==> config.mk <==
export PLATFORM = sky130hd
export DESIGN_NAME = fm_hdmi_fmt_flat
export DESIGN_NICKNAME = d
export VERILOG_FILES = /design/src/rtl/fm_hdmi_fmt_if.sv /design/src/rtl/fm_hdmi_fmt.sv /design/src/flat_wrapper.sv
export SDC_FILE = /design/constraint.sdc
export NUM_CORES = 1
export LEC_CHECK = 0
export BUFFER_PORTS_ARGS = -buffer_cell sky130_fd_sc_hd__buf_2
export CAP_MARGIN = 15
export CORE_UTILIZATION = 50
export CTS_CLUSTER_SIZE = 28
export DETAILED_ROUTE_END_ITERATION = 12
export HOLD_SLACK_MARGIN = 0.02
export PLACE_DENSITY = 0.7
export SYNTH_ARGS = -nofsm -noshare
export SYNTH_HDL_FRONTEND = slang
export SYNTH_SLANG_ARGS = --single-unit
==> constraint.sdc <==
create_clock -name clk_v -period 5.84 [get_ports clk_v]
set_clock_uncertainty 0.2 [all_clocks]
set_input_delay 0.876 -clock clk_v [delete_from_list [all_inputs] [get_ports clk_v]]
set_output_delay 0.876 -clock clk_v [all_outputs]
set_load 0.005 [all_outputs]
==> src/rtl/fm_hdmi_fmt_if.sv <==
// fm_hdmi_fmt_if: video-in / HDMI-out bundle for the pixel formatter.
// master drives the timing/pixel stream, slave is the formatter.
interface fm_hdmi_fmt_if #(
  parameter int DW = 8
) ();
  logic [1:0]      i_mode;
  logic            i_vsync;
  logic            i_hsync;
  logic            i_de;
  logic [DW-1:0]   i_r;
  logic [DW-1:0]   i_g;
  logic [DW-1:0]   i_b;
  logic            o_hd_vsync;
  logic            o_hd_hsync;
  logic            o_hd_de;
  logic [3*DW-1:0] o_hd_d;
  logic [1:0]      o_mode;

  modport master (
    output i_mode, i_vsync, i_hsync, i_de, i_r, i_g, i_b,
    input  o_hd_vsync, o_hd_hsync, o_hd_de, o_hd_d, o_mode
  );

  modport slave (
    input  i_mode, i_vsync, i_hsync, i_de, i_r, i_g, i_b,
    output o_hd_vsync, o_hd_hsync, o_hd_de, o_hd_d, o_mode
  );
endinterface

==> src/rtl/fm_hdmi_fmt.sv <==
// fm_hdmi_fmt: RGB444 / YCC444 / YCC422 HDMI formatter, fixed 6-cycle latency.
// Define FM_HDMI_FMT_BLANK_EN to drive blanking data while output DE is low.
module fm_hdmi_fmt #(
  parameter int DW           = 8,
  parameter bit SYNC_ACTIVE  = 1'b0,
  parameter bit OUT_SYNC_INV = 1'b0
) (
  input logic          clk_v,
  input logic          rst,
  fm_hdmi_fmt_if.slave bus
);
  localparam int S = DW - 8;
  localparam int W = DW + 10;
  localparam logic [DW-1:0] Y_OFS = DW'(16 << S);
  localparam logic [DW-1:0] C_OFS = DW'(128 << S);
  localparam logic [DW-1:0] ZERO  = '0;
  localparam logic [DW-1:0] MAXV  = '1;
  localparam int K [9] = '{66, 129, 25, -38, -74, 112, 112, -94, -18};

  typedef struct packed {
    logic          de;
    logic          vs;
    logic          hs;
    logic [1:0]    mode;
    logic [DW-1:0] r;
    logic [DW-1:0] g;
    logic [DW-1:0] b;
  } px_t;

  px_t                 px_q [5];
  px_t                 px_d [5];
  logic signed [W-1:0] p_q [9];
  logic signed [W-1:0] p_d [9];
  logic signed [W-1:0] s_q [3];
  logic signed [W-1:0] s_d [3];
  logic [DW-1:0]       c4_q [3];
  logic [DW-1:0]       c4_d [3];
  logic [DW-1:0]       c5_q [3];
  logic [DW-1:0]       c5_d [3];
  logic                ph_q, ph_d;
  logic [DW-1:0]       crh_q, crh_d;
  logic                vsp_q, vsp_d;
  logic [1:0]          act_q, act_d;
  logic                de_q, de_d;
  logic                vs_q, vs_d;
  logic                hs_q, hs_d;
  logic [1:0]          mode_q, mode_d;
  logic [3*DW-1:0]     d_q, d_d;

  logic                vs_in;
  logic                hs_in;
  logic [1:0]          req;
  logic [DW-1:0]       c_ev;
  logic [DW-1:0]       c_od;
  px_t                 cur;

  function automatic logic signed [W-1:0] ext(
    input logic [DW-1:0] v
  );
    return signed'(W'(v));
  endfunction

  function automatic logic [DW-1:0] clamp(
    input logic signed [W-1:0] s,
    input logic [DW-1:0]       ofs
  );
    logic signed [W-1:0] v;
    v = (s >>> 8) + ext(ofs);
    if (v[W-1]) return '0;
    if (v > ext(MAXV)) return MAXV;
    return v[DW-1:0];
  endfunction

  function automatic logic [DW-1:0] avg(
    input logic [DW-1:0] a,
    input logic [DW-1:0] b
  );
    logic [DW:0] t;
    t = {1'b0, a} + {1'b0, b} + (DW+1)'(1);
    return t[DW:1];
  endfunction

  always_comb begin
    vs_in = (bus.i_vsync == SYNC_ACTIVE);
    hs_in = (bus.i_hsync == SYNC_ACTIVE);
    req   = (bus.i_mode == 2'd3) ? 2'd0 : bus.i_mode;
    // a vsync leading edge latches the mode for this very pixel onward
    act_d = (vs_in && !vsp_q) ? req : act_q;
    vsp_d = vs_in;

    px_d[0].de   = bus.i_de;
    px_d[0].vs   = vs_in;
    px_d[0].hs   = hs_in;
    px_d[0].mode = act_d;
    px_d[0].r    = bus.i_r;
    px_d[0].g    = bus.i_g;
    px_d[0].b    = bus.i_b;
    for (int k = 1; k < 5; k++) px_d[k] = px_q[k-1];

    for (int i = 0; i < 9; i++) begin
      p_d[i] = ext((i % 3 == 0) ? px_q[0].r :
                   (i % 3 == 1) ? px_q[0].g : px_q[0].b)
             * W'(K[i]);
    end
    for (int j = 0; j < 3; j++) begin
      s_d[j]  = p_q[3*j] + p_q[3*j+1] + p_q[3*j+2] + W'(128);
      c4_d[j] = clamp(s_q[j], (j == 0) ? Y_OFS : C_OFS);
    end
    c5_d = c4_q;

    // stage 5 holds pixel n while stage 4 already has pixel n+1
    ph_d  = (px_q[3].de && px_q[4].de) ? ~ph_q : 1'b0;
    crh_d = c5_q[2];

    cur  = px_q[4];
    c_ev = px_q[3].de ? avg(c5_q[1], c4_q[1]) : c5_q[1];
    c_od = avg(crh_q, c5_q[2]);

    de_d   = cur.de;
    vs_d   = cur.vs;
    hs_d   = cur.hs;
    mode_d = cur.mode;
    d_d    = d_q;
    if (cur.de) begin
      unique case (cur.mode)
        2'd1:    d_d = {c5_q[2], c5_q[0], c5_q[1]};
        2'd2:    d_d = {ZERO, c5_q[0], ph_q ? c_od : c_ev};
        default: d_d = {cur.r, cur.g, cur.b};
      endcase
    end
`ifdef FM_HDMI_FMT_BLANK_EN
    else begin
      unique case (cur.mode)
        2'd1:    d_d = {C_OFS, Y_OFS, C_OFS};
        2'd2:    d_d = {ZERO, Y_OFS, C_OFS};
        default: d_d = '0;
      endcase
    end
`endif
  end

  always_ff @(posedge clk_v) begin
    if (rst) begin
      for (int k = 0; k < 5; k++) px_q[k] <= '0;
      for (int i = 0; i < 9; i++) p_q[i] <= '0;
      for (int j = 0; j < 3; j++) begin
        s_q[j]  <= '0;
        c4_q[j] <= '0;
        c5_q[j] <= '0;
      end
      ph_q   <= 1'b0;
      crh_q  <= '0;
      vsp_q  <= 1'b0;
      act_q  <= 2'd0;
      de_q   <= 1'b0;
      vs_q   <= 1'b0;
      hs_q   <= 1'b0;
      mode_q <= 2'd0;
      d_q    <= '0;
    end else begin
      px_q   <= px_d;
      p_q    <= p_d;
      s_q    <= s_d;
      c4_q   <= c4_d;
      c5_q   <= c5_d;
      ph_q   <= ph_d;
      crh_q  <= crh_d;
      vsp_q  <= vsp_d;
      act_q  <= act_d;
      de_q   <= de_d;
      vs_q   <= vs_d;
      hs_q   <= hs_d;
      mode_q <= mode_d;
      d_q    <= d_d;
    end
  end

  assign bus.o_hd_de    = de_q;
  assign bus.o_hd_vsync = (vs_q ? SYNC_ACTIVE : ~SYNC_ACTIVE) ^ OUT_SYNC_INV;
  assign bus.o_hd_hsync = (hs_q ? SYNC_ACTIVE : ~SYNC_ACTIVE) ^ OUT_SYNC_INV;
  assign bus.o_hd_d     = d_q;
  assign bus.o_mode     = mode_q;
endmodule

==> src/flat_wrapper.sv <==
// flat-port wrapper written by rule: the top's interface ports become plain ports
module fm_hdmi_fmt_flat 
#(
  parameter int DW           = 8,
  parameter bit SYNC_ACTIVE  = 1'b0,
  parameter bit OUT_SYNC_INV = 1'b0
)
  (clk_v, rst, bus_i_mode, bus_i_vsync, bus_i_hsync, bus_i_de, bus_i_r, bus_i_g, bus_i_b, bus_o_hd_vsync, bus_o_hd_hsync, bus_o_hd_de, bus_o_hd_d, bus_o_mode);
  fm_hdmi_fmt_if #(.DW(DW)) bus_i ();
  input logic clk_v;
  input logic rst;
  input wire logic [$bits(bus_i.i_mode)-1:0] bus_i_mode;
  input wire logic [$bits(bus_i.i_vsync)-1:0] bus_i_vsync;
  input wire logic [$bits(bus_i.i_hsync)-1:0] bus_i_hsync;
  input wire logic [$bits(bus_i.i_de)-1:0] bus_i_de;
  input wire logic [$bits(bus_i.i_r)-1:0] bus_i_r;
  input wire logic [$bits(bus_i.i_g)-1:0] bus_i_g;
  input wire logic [$bits(bus_i.i_b)-1:0] bus_i_b;
  output wire logic [$bits(bus_i.o_hd_vsync)-1:0] bus_o_hd_vsync;
  output wire logic [$bits(bus_i.o_hd_hsync)-1:0] bus_o_hd_hsync;
  output wire logic [$bits(bus_i.o_hd_de)-1:0] bus_o_hd_de;
  output wire logic [$bits(bus_i.o_hd_d)-1:0] bus_o_hd_d;
  output wire logic [$bits(bus_i.o_mode)-1:0] bus_o_mode;
  assign bus_i.i_mode = bus_i_mode;
  assign bus_i.i_vsync = bus_i_vsync;
  assign bus_i.i_hsync = bus_i_hsync;
  assign bus_i.i_de = bus_i_de;
  assign bus_i.i_r = bus_i_r;
  assign bus_i.i_g = bus_i_g;
  assign bus_i.i_b = bus_i_b;
  assign bus_o_hd_vsync = bus_i.o_hd_vsync;
  assign bus_o_hd_hsync = bus_i.o_hd_hsync;
  assign bus_o_hd_de = bus_i.o_hd_de;
  assign bus_o_hd_d = bus_i.o_hd_d;
  assign bus_o_mode = bus_i.o_mode;
  fm_hdmi_fmt #(.DW(DW), .SYNC_ACTIVE(SYNC_ACTIVE), .OUT_SYNC_INV(OUT_SYNC_INV)) u_core (.clk_v(clk_v), .rst(rst), .bus(bus_i));
endmodule
==> summary.txt, run 1 <==
Run status
  – Status: complete, no violations

Global route
  – Initial antenna violation count: 1
  – Total Routing Usage GR: between 20% and 30%
  – Largest net degree at the start of global routing: 112
  – First-pass GRT wire length: 64200 um
  – Total overflow reported by the global router: 0
  – Vias in the first global route: 12300

Floorplanning
  – I/O pin cnt: 60
  – Standard-cell row count: 71
  – Die Footprint: between 30000 and 40000 um^2
  – Width of the die: 198 um
  – Die height: 198 um
  – Core region area: about 38000 um^2
  – Starting Density: 50.9%

Layout
  – Fin cells: ~2500
  – Total number of nets in the final design: 2377
  – Layout overhead on the synthesized area: 10.6%
  – Fraction of final layout cells sized beyond drive strength 1: between 6 and 7%
  – Ant. Diodes: 0

Worst setup path
  – Critical path class: flip-flop to flip-flop
  – Endpoint type of the worst setup path: flip-flop
  – CP startpoint kind: flip-flop
  – CP Data Arrival Time: 4.90 ns
  – CP required: between 6 and 7 ns
  – Largest driver fanout on the critical path: 6
  – Origin of the critical flop-to-flop path: u_core.px_d[97]
  – Critical path origin: u_core.px_d[97]

STA
  – Pins over their slew limit: 0
  – Final number of setup-violating endpoints: 0
  – Transition at the pin with the smallest max-transition slack: 0.952 ns
  – Headroom to the max-slew limit: 36.5%
  – Post-layout min period: 4.72 ns
  – Portion of the clock cycle consumed by the worst path in the final layout: 80.8%
  – Number of endpoints with negative hold slack in the final report: 0
  – Setup repair after global routing missed its margin: false
  – Maximum achievable frequency: 212 MHz
  – Setup total negative slack: 0 ns

Yosys
  – Syn. warnings: 0
  – Post-Syn Instances: 1893
  – Post-synthesis instance area: 19200 um^2
  – Share of the synthesized area in the top cell type: between 30% and 40%
  – Number of synthesized flops with an enable pin: 0
  – Top-count cell post-synth: sky130_fd_sc_hd__dfxtp_1
  – Most used flip-flop cell after synthesis: sky130_fd_sc_hd__dfxtp_1
  – Cell taking the most area after synthesis: sky130_fd_sc_hd__dfxtp_1
  – Leading post-synthesis cells by instance count: sky130_fd_sc_hd__dfxtp_1 (361), sky130_fd_sc_hd__ha_1 (302), sky130_fd_sc_hd__inv_1 (206)
  – Post-synthesis register bit count: 361
  – Register area share after synthesis: between 30% and 40%
  – Async set-or-reset flop fraction in the synthesized netlist: 0%
  – Top cells by area, synth: sky130_fd_sc_hd__dfxtp_1 (38%), sky130_fd_sc_hd__ha_1 (20%), sky130_fd_sc_hd__fa_1 (10%)
  – Post-synth net total: 2326
  – Number of distinct library cell variants in the gate-level netlist after synthesis: 59
  – Mean post-synth cell area: 10.1 um^2

Routing
  – Via density per instance: 4.99
  – Count of unresolved DRC violations after routing: 0
  – Post-detailed-route count of antenna-violating nets: 0
  – Wire length after detailed routing: 39800 um
  – Vias: 12400
  – TritonRoute pass-1 iters: 5
  – Number of DRC markers after the initial detailed-route iteration: 697
  – Routed wire length per instance: 16.0 um

Place
  – Placed wire-length estimate: 31600 um
  – Placed insts: 2415
  – Port Buffers: about 60
  – RD Place Congestion: 0.878

Worst hold path
  – Hold Path Origin: u_core.px_d[13]
  – Class of the tightest hold or removal check: flip-flop to flip-flop

Clock network
  – Count of hold buffers inserted by post-cts repair: 0
  – CTS tree: yes
  – Number of H-tree branching levels: 2
  – Post-cts resize count: 0
  – Clk slew on worst S/H paths: 0.06 ns
  – Longest Clk Path Bufs: 3
  – Number of buffers created by CTS: 38
  – Clk Tree Root Cell: sky130_fd_sc_hd__clkbuf_16
  – Post-CTS Setup Inserts: 0
  – Latest clock arrival within the worst-skew pair: 0.53 ns
  – Total clock sinks: 361

Pwr
  – Ratio of total power to cell area: 370 nW/um^2
  – Maximum vdd drop: 0.000222 V
  – P_leak: 10.0 nW

Job
  – Max Cap Violations: 0
sequential cells by signal (all words and copies together), names as in the netlist:
| register | cells |
|---|---|
| u_core.bus.o_hd_d | 24 |
| u_core.bus.o_hd_de | 1 |
| u_core.bus.o_mode | 2 |
| u_core.c4_q | 24 |
| u_core.c5_q | 16 |
| u_core.crh_d | 8 |
| u_core.crh_q | 8 |
| u_core.cur | 24 |
| u_core.de_d | 1 |
| u_core.hs_d | 1 |
| u_core.hs_q | 1 |
| u_core.mode_d | 2 |
| u_core.p_q | 107 |
| u_core.ph_q | 1 |
| u_core.px_d | 109 |
| u_core.s_q | 30 |
| u_core.vs_d | 1 |
| u_core.vs_q | 1 |
per-layer routing:
layer	track usage, %	vias to the layer above	share of wire, %
met4	7.38	0	3.3
met1	28.3	5720	47
met3	2.95	63	4.1
met2	35.0	229	46
li1	-	6385	-
met5	0	-	0
report_power, final:
part           internal (mW)  total (mW)  switching (mW)
Combinational           1.08        2.47            1.39
Sequential              2.79        2.99           0.203
Clock                   1.40        2.38           0.979
Total                   5.27        7.84            2.58
kinds of logic after synthesis:
group / synth area share (%)
buffers and inverters: 5.07
adder cells (fa/ha/maj): 30.1
multiplexers: 0.365
flip-flops: 37.7
AO/OA/AOI/OAI: 9.74
AND/OR/NAND/NOR: 13.7
XOR/XNOR: 3.29
worst max-delay path, stage by stage (launching register included):
cell and delay (ns):
sky130_fd_sc_hd__dfxtp_1 0.45, sky130_fd_sc_hd__inv_1 0.11, sky130_fd_sc_hd__ha_1 0.36, sky130_fd_sc_hd__inv_1 0.08
sky130_fd_sc_hd__ha_1 0.28, sky130_fd_sc_hd__inv_1 0.06, sky130_fd_sc_hd__fa_1 0.52, sky130_fd_sc_hd__inv_1 0.05
sky130_fd_sc_hd__fa_1 0.49, sky130_fd_sc_hd__ha_1 0.36, sky130_fd_sc_hd__a21o_1 0.18, sky130_fd_sc_hd__a21o_1 0.23
sky130_fd_sc_hd__a2111oi_4 0.43, sky130_fd_sc_hd__nor3_2 0.11, sky130_fd_sc_hd__a2111oi_4 0.40, sky130_fd_sc_hd__xor2_1 0.21
sky130_fd_sc_hd__nor2_1 0.06
placed cells by master, fill, tap and decap left out, types with 20 or more instances in the layout:
cell type                   count
sky130_fd_sc_hd__o21a_1        24
sky130_fd_sc_hd__nand2_1       52
sky130_fd_sc_hd__o21ai_1       20
sky130_fd_sc_hd__nor3_1        28
sky130_fd_sc_hd__xnor2_1       46
sky130_fd_sc_hd__buf_2         58
sky130_fd_sc_hd__a21oi_1       81
sky130_fd_sc_hd__nor2b_1      193
sky130_fd_sc_hd__ha_1         302
sky130_fd_sc_hd__fa_1         100
sky130_fd_sc_hd__inv_1        206
sky130_fd_sc_hd__a21o_1        28
sky130_fd_sc_hd__o21ai_0       35
sky130_fd_sc_hd__clkbuf_16     39
sky130_fd_sc_hd__a211oi_1      22
sky130_fd_sc_hd__xor2_1        26
sky130_fd_sc_hd__nor2_1       162
sky130_fd_sc_hd__dfxtp_1      361
area by class of cell:
class                      instances  area, um^2
fill                            3289       16500
sequential                       361        7230
timing repair buffer              64         343
clock buffer                      50        1080
clock inverter                    18         179
inverter                         206         773
tap                              511         639
multi-input combinational       1273       11000
metrics by stage:
stage               utilization, %  worst slack (ns)  power, mW  hold WS [ns]  cell area (um^2)
floorplan                        -              1.56       4.86         0.214             19200
global placement              53.0              1.31       5.43         0.220             20000
detailed placement            53.0              1.15       5.49         0.221             20000
CTS                           56.3              1.13       7.91         0.237             21200
global route                  56.3             0.803       8.39         0.236             21200
finish                        56.3              1.12       7.84         0.234             21200
final timing paths:
path,depth (start not counted),to,slack (ns)
worst min register to register,1,u_core.cur[13],0.23
worst max register to register,16,u_core.p_q[86],1.12
worst max-delay path,16,u_core.p_q[86],1.12
worst min-delay path,1,u_core.cur[13],0.23
No activity file was read; power rests on OpenSTA's default activity.
==> run 2, diff against run 1 <==
--- a/config.mk
+++ b/config.mk
@@ -5,13 +5,14 @@
 export SDC_FILE = /design/constraint.sdc
 export NUM_CORES = 1
 export LEC_CHECK = 0
+export ABC_AREA = 1
 export BUFFER_PORTS_ARGS = -buffer_cell sky130_fd_sc_hd__buf_2
 export CAP_MARGIN = 15
 export CORE_UTILIZATION = 50
 export CTS_CLUSTER_SIZE = 28
 export DETAILED_ROUTE_END_ITERATION = 12
 export HOLD_SLACK_MARGIN = 0.02
-export PLACE_DENSITY = 0.7
+export PLACE_DENSITY = 0.73
 export SYNTH_ARGS = -nofsm -noshare
 export SYNTH_HDL_FRONTEND = slang
 export SYNTH_SLANG_ARGS = --single-unit
==> constraint.sdc (replaced) <==
create_clock -name clk_v -period 3.8 [get_ports clk_v]
set_clock_uncertainty 0.2 [all_clocks]
set_input_delay 0.57 -clock clk_v [delete_from_list [all_inputs] [get_ports clk_v]]
set_output_delay 0.57 -clock clk_v [all_outputs]
set_load 0.005 [all_outputs]
==> summary.txt, run 2 <==
Floorplanning
  – Die height: 204 um (was 198 um)
  – I/O pin cnt: 60 (unchanged)
  – Die Footprint: 41700 um^2 (was 39100 um^2)
  – Core region area: 40000 um^2 (was 37700 um^2)
  – Starting Density: 51.1% (was 50.9%)
  – Width of the die: 204 um (was 198 um)
  – Standard-cell row count: 73 (was 71)

STA
  – Worst hold-check slack: 0.0355 ns (was 0.234 ns)
  – Number of endpoints with negative hold slack in the final report: 0 (unchanged)
  – Maximum achievable frequency: 271 MHz (was 212 MHz)
  – Pins over their slew limit: 0 (unchanged)
  – Portion of the clock cycle consumed by the worst path in the final layout: 97.2% (was 80.8%)
  – Post-layout min period: 3.69 ns (was 4.72 ns)
  – Setup repair after global routing missed its margin: true (was false)
  – Headroom to the max-slew limit: 37.1% (was 36.5%)
  – Final number of setup-violating endpoints: 0 (unchanged)
  – Transition at the pin with the smallest max-transition slack: 0.943 ns (was 0.952 ns)
  – Setup total negative slack: 0 ns (unchanged)

Worst setup path
  – Critical R2R Capture: u_core.p_q[85] (was u_core.p_q[86])
  – Origin of the critical flop-to-flop path: u_core.px_d[96] (was u_core.px_d[97])
  – Cell count of the worst reg-to-reg path: 18 (was 16)
  – Critical path class: flip-flop to flip-flop (unchanged)
  – CP Data Arrival Time: 3.95 ns (was 4.90 ns)
  – Endpoint type of the worst setup path: flip-flop (unchanged)
  – CP required: 4.05 ns (was 6.02 ns)
  – Slack of the worst reg-to-reg path: 0.11 ns (was 1.12 ns)
  – Largest driver fanout on the critical path: 3 (was 6)
  – Critical path origin: u_core.px_d[96] (was u_core.px_d[97])
  – CP startpoint kind: flip-flop (unchanged)

Global route
  – Total Routing Usage GR: 24.3% (was 21.1%)
  – First-pass GRT wire length: 79500 um (was 64200 um)
  – Total overflow reported by the global router: 0 (unchanged)
  – Vias in the first global route: 15600 (was 12300)
  – Largest net degree at the start of global routing: 178 (was 112)
  – Initial antenna violation count: 1 (unchanged)

Run status
  – Status: complete, no violations (unchanged)

Yosys
  – Post-synthesis simple-gate area fraction: 14.4% (was 13.7%)
  – Syn. warnings: 0 (unchanged)
  – Most used flip-flop cell after synthesis: sky130_fd_sc_hd__dfxtp_1 (unchanged)
  – Post-synthesis instance area: 20400 um^2 (was 19200 um^2)
  – Register area share after synthesis: 35.3% (was 37.7%)
  – Post-synthesis compound-gate area fraction: 11.4% (was 9.74%)
  – Number of synthesized flops with an enable pin: 0 (unchanged)
  – Post-synth net total: 2890 (was 2326)
  – Mean post-synth cell area: 8.32 um^2 (was 10.1 um^2)
  – Post-Syn Instances: 2457 (was 1893)
  – Leading post-synthesis cells by instance count: sky130_fd_sc_hd__inv_1 (484), sky130_fd_sc_hd__dfxtp_1 (361), sky130_fd_sc_hd__nor2_1 (312) (was sky130_fd_sc_hd__dfxtp_1 (361), sky130_fd_sc_hd__ha_1 (302), sky130_fd_sc_hd__inv_1 (206))
  – Area share of fa/ha/maj cells after synthesis: 28.3% (was 30.1%)
  – Top cells by area, synth: sky130_fd_sc_hd__dfxtp_1 (35%), sky130_fd_sc_hd__ha_1 (18%), sky130_fd_sc_hd__fa_1 (9.8%) (was sky130_fd_sc_hd__dfxtp_1 (38%), sky130_fd_sc_hd__ha_1 (20%), sky130_fd_sc_hd__fa_1 (10%))
  – Synth Area in XOR/XNOR: 0.343% (was 3.29%)
  – Cell taking the most area after synthesis: sky130_fd_sc_hd__dfxtp_1 (unchanged)
  – Number of distinct library cell variants in the gate-level netlist after synthesis: 44 (was 59)
  – Share of the synthesized area in the top cell type: 35.3% (was 37.7%)
  – Proportion of synthesized area in mux cells: 0.110% (was 0.365%)
  – Post-synthesis register bit count: 361 (unchanged)
  – Async set-or-reset flop fraction in the synthesized netlist: 0% (unchanged)
  – Top-count cell post-synth: sky130_fd_sc_hd__inv_1 (was sky130_fd_sc_hd__dfxtp_1)
  – Main combinational cell family by area after synthesis: adder cells (unchanged)

Routing
  – Post-detailed-route count of antenna-violating nets: 0 (unchanged)
  – Via density per instance: 5.06 (was 4.99)
  – Routed wire length per instance: 15.7 um (was 16.0 um)
  – TritonRoute pass-1 iters: 6 (was 5)
  – Number of DRC markers after the initial detailed-route iteration: 961 (was 697)
  – Vias: 15900 (was 12400)
  – Wire length after detailed routing: 49300 um (was 39800 um)
  – Count of unresolved DRC violations after routing: 0 (unchanged)

Place
  – RD Place Congestion: 0.967 (was 0.878)
  – Port Buffers: 59 (unchanged)
  – Placed wire-length estimate: 38500 um (was 31600 um)

Worst hold path
  – Worst Hold Endpoint: u_core.px_d[108] (was u_core.cur[13])
  – Hold depth: 3 (was 1)
  – Hold Path Origin: bus_i_r[5] (was u_core.px_d[13])
  – Class of the tightest hold or removal check: primary input to flip-flop (was flip-flop to flip-flop)

Clock network
  – Number of H-tree branching levels: 2 (unchanged)
  – Number of buffers created by CTS: 39 (was 38)
  – CTS tree: yes (unchanged)
  – Clk Tree Root Cell: sky130_fd_sc_hd__clkbuf_16 (unchanged)
  – Clk slew on worst S/H paths: 0.06 ns (about the same)
  – Longest Clk Path Bufs: 3 (unchanged)
  – Latest clock arrival within the worst-skew pair: 0.56 ns (was 0.53 ns)
  – Total clock sinks: 361 (unchanged)

Layout
  – Number of filler instances in the final layout: 3579 (was 3289)
  – Layout overhead on the synthesized area: 13.8% (was 10.6%)
  – Most common library cell in the layout ignoring fill and taps: sky130_fd_sc_hd__inv_1 (was sky130_fd_sc_hd__dfxtp_1)
  – Flip-flop count of the largest register after layout: 109 (unchanged)
  – Area used by multi-input combinational logic: 11300 um^2 (was 11000 um^2)
  – Fraction of final layout cells sized beyond drive strength 1: 9.25% (was 6.90%)
  – Sequential cell area: 7230 um^2 (about the same)
  – Most frequent cells in the layout: sky130_fd_sc_hd__inv_1 (479), sky130_fd_sc_hd__dfxtp_1 (358), sky130_fd_sc_hd__nor2_1 (310) (was sky130_fd_sc_hd__dfxtp_1 (361), sky130_fd_sc_hd__ha_1 (302), sky130_fd_sc_hd__inv_1 (206))
  – Total number of nets in the final design: 3009 (was 2377)

Pwr
  – Ratio of total power to cell area: 565 nW/um^2 (was 370 nW/um^2)
  – Maximum vdd drop: 0.000429 V (was 0.000222 V)
  – P_leak: 11.7 nW (was 10.0 nW)

Job
  – Max Cap Violations: 0 (unchanged)
## run 2: cell types whose count changed in the layout (fill, tap and decap cells not counted), sizes merged, moves of 43 or more
cell / before / now
xnor2: 46 / 3
o21ai: 55 / 114
nor2b: 193 / 0
a21oi: 82 / 254
inv: 206 / 490
nand3: 16 / 89
buf: 64 / 116
nor2: 162 / 313
nand2: 52 / 272
## run 2: metrics by stage
| step | util (%) | instances | worst slack [ns] | total power [mW] | area [um^2] |
|---|---|---|---|---|---|
| after floorplan | - | 2457 | 0.0234 | 7.75 | 20500 |
| after global placement | 54.0 | 3046 | -0.0228 | 8.91 | 21600 |
| after detailed placement | 54.0 | 3046 | -0.0316 | 8.96 | 21600 |
| after CTS | 57.7 | 3130 | -0.0335 | 13.1 | 23100 |
| after global routing | 58.1 | 3131 | -0.0619 | 14.0 | 23300 |
| final | 58.1 | 3133 | 0.105 | 13.1 | 23300 |
## run 2: logic make-up after synthesis
logic type	after synthesis
AND/OR/NAND/NOR	719
buffers and inverters	538
AO/OA/AOI/OAI	428
adder cells (fa/ha/maj)	402
flip-flops	361
XOR/XNOR	8
multiplexers	1
## run 2: layout make-up
| cell class | count | area share (%) |
|---|---|---|
| Tap cell | 525 | 2.82 |
| Inverter | 488 | 7.87 |
| Sequential cell | 361 | 31.1 |
| Clock buffer | 52 | 4.66 |
| Timing Repair Buffer | 128 | 3.71 |
| Antenna cell | 2 | 0.0215 |
| Clock inverter | 19 | 1.22 |
| Multi-Input combinational cell | 1558 | 48.6 |
## run 2: worst max path at each step
stage,to,cells after the start
after detailed placement,u_core.p_q[102],14
final,u_core.p_q[85],18
after CTS,u_core.p_q[85],18
after global placement,u_core.p_q[86],14
after floorplan,u_core.p_q[85],15
after global routing,u_core.p_q[85],15
## run 2: what timing repair did
action | CTS | global route
hold buffers | 12 | 0
endpoints found under the setup margin | 3 | 13
buffers inserted | 1 | 1
resized for setup | 3 | 34
pin swaps | 1 | 9
hold endpoints to repair | 12 | 0
## run 2: where the power goes
| part | total (mW) | internal [mW] | leakage (nW) | switching (mW) |
|---|---|---|---|---|
| sequential | 4.57 | 4.27 | 2.97 | 0.304 |
| combinational | 4.53 | 1.70 | 8.07 | 2.84 |
| clock | 4.03 | 2.44 | 0.664 | 1.59 |
| total | 13.1 | 8.41 | 11.7 | 4.73 |
## run 2: metal layers
metal  vias to the layer above  GRT usage [%]  share of wire [%]
met5                         -              0              0.022
met4                         2           9.83                4.0
met3                        99           3.62                4.3
met2                       377           40.6                 47
met1                      7311           31.2                 45
li1                       8061              -                  -
## run 2: critical path, stage by stage, from the launching register on
cell                       delay, ns
sky130_fd_sc_hd__dfxtp_2        0.33
sky130_fd_sc_hd__inv_2          0.05
sky130_fd_sc_hd__ha_4           0.26
sky130_fd_sc_hd__inv_1          0.06
sky130_fd_sc_hd__fa_1           0.49
sky130_fd_sc_hd__inv_1          0.05
sky130_fd_sc_hd__fa_1           0.54
sky130_fd_sc_hd__inv_2          0.04
sky130_fd_sc_hd__fa_1           0.51
sky130_fd_sc_hd__inv_2          0.05
sky130_fd_sc_hd__ha_4           0.27
sky130_fd_sc_hd__buf_4          0.11
sky130_fd_sc_hd__nand2_1        0.06
sky130_fd_sc_hd__nor2_2         0.13
sky130_fd_sc_hd__a21oi_2        0.07
sky130_fd_sc_hd__o21bai_1       0.19
sky130_fd_sc_hd__nand2_1        0.07
sky130_fd_sc_hd__nand2_1        0.06
sky130_fd_sc_hd__nor2_1         0.04
